===== config.mk =====
export PLATFORM = sky130hd
export DESIGN_NAME = alu_result_stage
export DESIGN_NICKNAME = d
export VERILOG_FILES = /design/src/rtl/alu_result_stage.sv
export SDC_FILE = /design/constraint.sdc
export NUM_CORES = 1
export LEC_CHECK = 0
export CAP_MARGIN = 20
export CORE_MARGIN = 4
export CORE_UTILIZATION = 30
export DETAILED_ROUTE_END_ITERATION = 10
export GPL_TIMING_DRIVEN = 1
export PLACE_DENSITY = 0.7
export SLEW_MARGIN = 30
export SYNTH_ARGS = -nofsm -noshare
export SYNTH_HDL_FRONTEND = slang
export SYNTH_SLANG_ARGS = --single-unit
export TNS_END_PERCENT = 5

===== constraint.sdc =====
create_clock -name clk -period 1.9 [get_ports clk]
set_input_delay 0.19 -clock clk [delete_from_list [all_inputs] [get_ports clk]]
set_output_delay 0.19 -clock clk [all_outputs]
set_load 0.005 [all_outputs]

===== src/rtl/alu_result_stage.sv =====
// alu_result_stage: opcode-selected result register with accumulator feedback,
// flags, sticky error, op counter and a one-entry valid/ready output buffer.
module alu_result_stage #(
   parameter int WIDTH = 16,
   parameter int CNT_W = 8
) (
   input  logic             clk,
   input  logic             rst_n,
   input  logic [WIDTH-1:0] not_res,
   input  logic [WIDTH-1:0] and_res,
   input  logic [WIDTH-1:0] or_res,
   input  logic [WIDTH-1:0] xor_res,
   input  logic [WIDTH-1:0] add_res,
   input  logic [WIDTH-1:0] sub_res,
   input  logic             add_carry,
   input  logic             sub_borrow,
   input  logic [2:0]       op,
   input  logic             in_valid,
   output logic             in_ready,
   output logic [WIDTH-1:0] result,
   output logic             flag_zero,
   output logic             flag_neg,
   output logic             flag_carry,
   output logic             err,
   output logic             out_valid,
   input  logic             out_ready,
   output logic [WIDTH-1:0] acc,
   output logic [CNT_W-1:0] op_count
);

   localparam logic [2:0] OP_NOP = 3'b000;
   localparam logic [2:0] OP_ADD = 3'b001;
   localparam logic [2:0] OP_SUB = 3'b010;
   localparam logic [2:0] OP_AND = 3'b011;
   localparam logic [2:0] OP_OR  = 3'b100;
   localparam logic [2:0] OP_XOR = 3'b101;
   localparam logic [2:0] OP_NOT = 3'b110;
   localparam logic [2:0] OP_CLR = 3'b111;

   typedef enum logic {EMPTY, FULL} state_t;

   state_t           state;
   state_t           state_nx;
   logic             accept;
   logic [WIDTH-1:0] sel;
   logic             carry_src;

   assign out_valid = (state == FULL);
   assign in_ready  = !out_valid || out_ready;
   assign accept    = in_valid && in_ready;

   always_comb begin
      sel       = '0;
      carry_src = 1'b0;
      unique case (op)
         OP_NOP: sel = acc;
         OP_ADD: begin
            sel       = add_res;
            carry_src = add_carry;
         end
         OP_SUB: begin
            sel       = sub_res;
            carry_src = sub_borrow;
         end
         OP_AND: sel = and_res;
         OP_OR:  sel = or_res;
         OP_XOR: sel = xor_res;
         OP_NOT: sel = not_res;
         OP_CLR: sel = '0;
         default: sel = '0;
      endcase
   end

   always_comb begin
      state_nx = state;
      unique case (state)
         EMPTY: if (accept) state_nx = FULL;
         FULL:  if (out_ready && !accept) state_nx = EMPTY;
         default: state_nx = EMPTY;
      endcase
   end

   always_ff @(posedge clk or negedge rst_n) begin
      if (!rst_n) state <= EMPTY;
      else        state <= state_nx;
   end

   // acc/result only move on accept, so a stalled beat stays bit-stable
   always_ff @(posedge clk or negedge rst_n) begin
      if (!rst_n) begin
         acc        <= '0;
         result     <= '0;
         flag_zero  <= 1'b0;
         flag_neg   <= 1'b0;
         flag_carry <= 1'b0;
         err        <= 1'b0;
         op_count   <= '0;
      end else if (accept) begin
         acc        <= sel;
         result     <= sel;
         flag_zero  <= (sel == '0);
         flag_neg   <= sel[WIDTH-1];
         flag_carry <= carry_src;
         if (op == OP_CLR) err <= 1'b0;
         else if (carry_src) err <= 1'b1;
         op_count   <= op_count + CNT_W'(1);
      end
   end

endmodule


==> results of run 1 <==
-- worst paths after layout --
kind,to,slack (ps),from
setup / recovery,flag_zero,140,xor_res[4]
hold / removal,flag_carry,300,rst_n
setup reg to reg,flag_zero,210,acc[3]
hold reg to reg,op_count[7],490,op_count[7]
max in group asynchronous,acc[2],1330,rst_n
min in group clk,acc[1],470,op[2]
-- worst reg2reg max path: cells and delay by family (launching register included) --
kind / cells / cell delay, ps
compound gates: 2 / 400
flops: 1 / 430
mux: 1 / 460
simple gates: 2 / 360
-- stage by stage --
| stage | instance area (sq um) | worst slack (ps) |
|---|---|---|
| 2_1_floorplan | 2240 | 210 |
| 3_3_place_gp | 3940 | -334 |
| 3_5_place_dp | 3940 | -406 |
| 4_1_cts | 4020 | 32.1 |
| 5_1_grt | 4050 | 24.9 |
| 6_report | 4050 | 144 |
-- cells by family (layout without fill, tap and decap cells) --
family | Yosys count | in the layout | synth area share (%)
flip-flops | 28 | 28 | 31.3
buffers and inverters | 38 | 196 | 11.0
AND/OR/NAND/NOR | 67 | 67 | 14.6
multiplexers | 30 | 30 | 16.0
AO/OA/AOI/OAI | 73 | 73 | 23.9
XOR/XNOR | 7 | 7 | 2.74
adder cells (fa/ha/maj) | 1 | 1 | 0.559
-- final cells by class --
class / count / area [sq um]
clock inverter: 1 / 30.0
timing repair buffer: 188 / 1810
sequential: 28 / 701
tap: 99 / 124
multi-input combinational: 178 / 1320
inverter: 4 / 16.3
clock buffer: 3 / 41.3
fill: 665 / 3210
-- layer usage --
metal | vias to the layer above | routed length (um) | share of wire, % | global-route usage, %
li1 | 1208 | - | - | -
met1 | 1197 | 3480 | 41 | 22.9
met2 | 99 | 4360 | 51 | 33.9
met3 | 12 | 541 | 6.4 | 3.82
met4 | 0 | 125 | 1.5 | 3.85
met5 | - | 0 | 0 | 0
-- cells in the mapped netlist, types with 2 or more instances --
master / instances
and2_1: 3
mux4_2: 3
a21o_1: 2
o21ai_0: 17
clkbuf_1: 8
o21a_1: 2
dfrtp_1: 28
o221ai_1: 2
nand2b_1: 5
o31ai_1: 2
a221o_1: 5
buf_4: 18
a2bb2oi_1: 3
a22o_1: 3
buf_6: 4
o2bb2ai_1: 2
nand2_1: 28
inv_1: 3
a221oi_1: 5
a21oi_1: 9
a211o_1: 2
o22ai_1: 2
buf_2: 3
nor3_1: 2
a22oi_1: 5
mux2_2: 12
nand4_1: 4
nor2_1: 12
nor2b_1: 6
xnor2_1: 6
mux2i_1: 14
-- registers in the layout, summed over array words and instances (netlist names) --
register and cells:
err 1, out_valid 1, flag_zero 1, op_count 8, flag_carry 1, flag_neg 1
acc 15
-- timing repair --
action / in CTS / in global routing
setup endpoints to repair: 2 / 1
gates resized for setup: 3 / 6
pin swaps: 2 / 2
buffers inserted: 0 / 0
-- power groups by stage --
stage | combinational, W | sequential, W | clock (W)
6_report | 0.00114 | 0.000866 | 0.000479
4_1_cts | 0.00114 | 0.000871 | 0.000488
3_3_place_gp | 0.00112 | 0.000876 | 0
5_1_grt | 0.00123 | 0.000896 | 0.000514
3_5_place_dp | 0.00114 | 0.000883 | 0
2_1_floorplan | 0.000466 | 0.000862 | 0
==> summary.md, run 1 <==
• cell with the largest stage delay on the worst path: clkdlybuf4s50_1
• sequential power share: 34.9%
• Post-route DRC: 0
• endpoints failing setup: 0
• Max Root-Sink Buffers: 2
• post-route ant nets: 0
• unrepaired setup endpoints after global routing: no
• VDD IR-drop max: 0.285 mV
• # diodes: 0
• via count of the first global-routing pass: 2,618
• most area-hungry cell type in the Yosys netlist: dfrtp_1
• flop and latch count out of synthesis: 28
• number of antenna violations at the first check in global routing: 0
• number of vias in the routed layout: 2,516
• R2R cell count: 5
• number of cells on the critical path: 7
• global-route total usage across every layer: 18.7%
• total power: 0.00248 W
• fraction of layout cells with a size suffix above 1: 16.9%
• post-synth top area share: 31.3%
• worst slack on hold paths: 296 ps
• root buffer selected by CTS: clkbuf_8
• final core utilization: 55.8%
• maximum cell stage delay along the critical path: 400 ps
• category of the worst setup path capture point: flop
• CTS tree: yes
• combined area of all synthesized cells: 0.00224 sq mm
• Die ar.: 0.00891 sq mm
• Total Wirelength: 8510 um
• Critical Path, Cell by Cell: clkdlybuf4s50_1, mux2_2, a221oi_1, a221o_1, nand4_1, nor4_4, a41o_1
• max-cap violation count: 0
• total global routing overflow: 0
• number of max-slew violations in the final report: 0
• net count of the mapped netlist: 350
• die height: 94.4 um
• final hold violation count: 0
• global-route wire length before repair: 13,000 um
• Static Leakage: 1.70 nW
• type of the most critical hold path: primary input to async pin
• number of enable-type register cells in the synthesized netlist: 0
• drt first-iter violations: 92
• fraction of the cycle the final worst path needs: 92.4%
• ys flop type: dfrtp_1
• final instance count without filler cells: 501
• family of cells with the greatest summed delay on the critical path: compound AO/OA/AOI/OAI gates
• async set-reset flop share out of synthesis: 100%
• most frequent cells in the layout: clkdlybuf4s50_1, buf_4, nand2_1, dfrtp_1, o21ai_0
• Std-Cell Core Area: 0.00725 sq mm
• maximum number of pins on one net before global-route repair: 29
• CP startpoint kind: primary input
• Chip Width: 94.4 um
• data required time of the critical path: 2130 ps
• cell internal power dissipation: 0.00176 W
• setup skew after layout: 7.75 ps
• number of I/O pins: 151
• nets@finish: 509
• routed length per instance: 17.0 um
• start-to-end type of the worst setup path: primary input to flop
• HPWL Detailed: 7210 um
• average via count per standard cell: 5.02
• cell types with the largest area share after synthesis: dfrtp_1, mux2i_1, buf_4
• average cell area after synthesis: 9.17 sq um
• Relative slew margins: 67.9%
• total placed cells including tap cells: 497
• number of buffers created by CTS: 3
• clock transition at the register clock pins on the worst setup and hold paths after CTS: 100 ps
• number of instances in the synthesized netlist: 244
• number of port buffers: 150
• global placement routability congestion: 0.885
• Core Rows: 31
• final setup TNS: 0 ps
• time the final worst path needs with I/O delays and setup: 1760 ps
• Comb pwr share: 45.9%
• number of buffers inserted for hold repair after clock tree synthesis: 0
• Worst Path Max Fanout: 2
• number of distinct library cells after synthesis: 55
• most common library cell in the layout ignoring fill and taps: clkdlybuf4s50_1
• effective utilization at floorplan: 30.9%
• run status: finished clean
• clock network fraction of total power: 19.3%
• CTS HTree Levels: 1
• total of warnings raised by yosys: 0
• transition time at the pin with the least slew margin: 481 ps
• NetSw: 0.000720 W
• share of total power consumed by net switching: 29.0%
• Power Density: 614 mW/mm^2
• Clock Latency Late Sink: 280 ps
• achievable clock frequency: 570 MHz
• CP arrival: 1980 ps
• Buf+Inv Stages, Crit Path: 1
• post-synthesis sequential area ratio: 31.3%
• first-pass detailed-route iteration total: 4
• growth of design area from synthesis to finish: 80.8%
• Num Clock Sinks: 28
(Power assumes the default switching activity.)
==> run 2: changes to the inputs <==
--- a/config.mk
+++ b/config.mk
@@ -9,9 +9,10 @@
 export CORE_MARGIN = 4
 export CORE_UTILIZATION = 30
 export DETAILED_ROUTE_END_ITERATION = 10
+export GPL_ROUTABILITY_DRIVEN = 1
 export GPL_TIMING_DRIVEN = 1
 export PLACE_DENSITY = 0.7
-export SLEW_MARGIN = 30
+export SLEW_MARGIN = 10
 export SYNTH_ARGS = -nofsm -noshare
 export SYNTH_HDL_FRONTEND = slang
 export SYNTH_SLANG_ARGS = --single-unit
==> results of run 2 <==
Final layout, timing and power as in run 1 (identical DEF).
==> run 3: changes to the inputs <==
--- a/config.mk
+++ b/config.mk
@@ -5,7 +5,6 @@
 export SDC_FILE = /design/constraint.sdc
 export NUM_CORES = 1
 export LEC_CHECK = 0
-export CAP_MARGIN = 20
 export CORE_MARGIN = 4
 export CORE_UTILIZATION = 30
 export DETAILED_ROUTE_END_ITERATION = 10
==> results of run 3 <==
Final layout, timing and power as in run 1 (identical DEF).
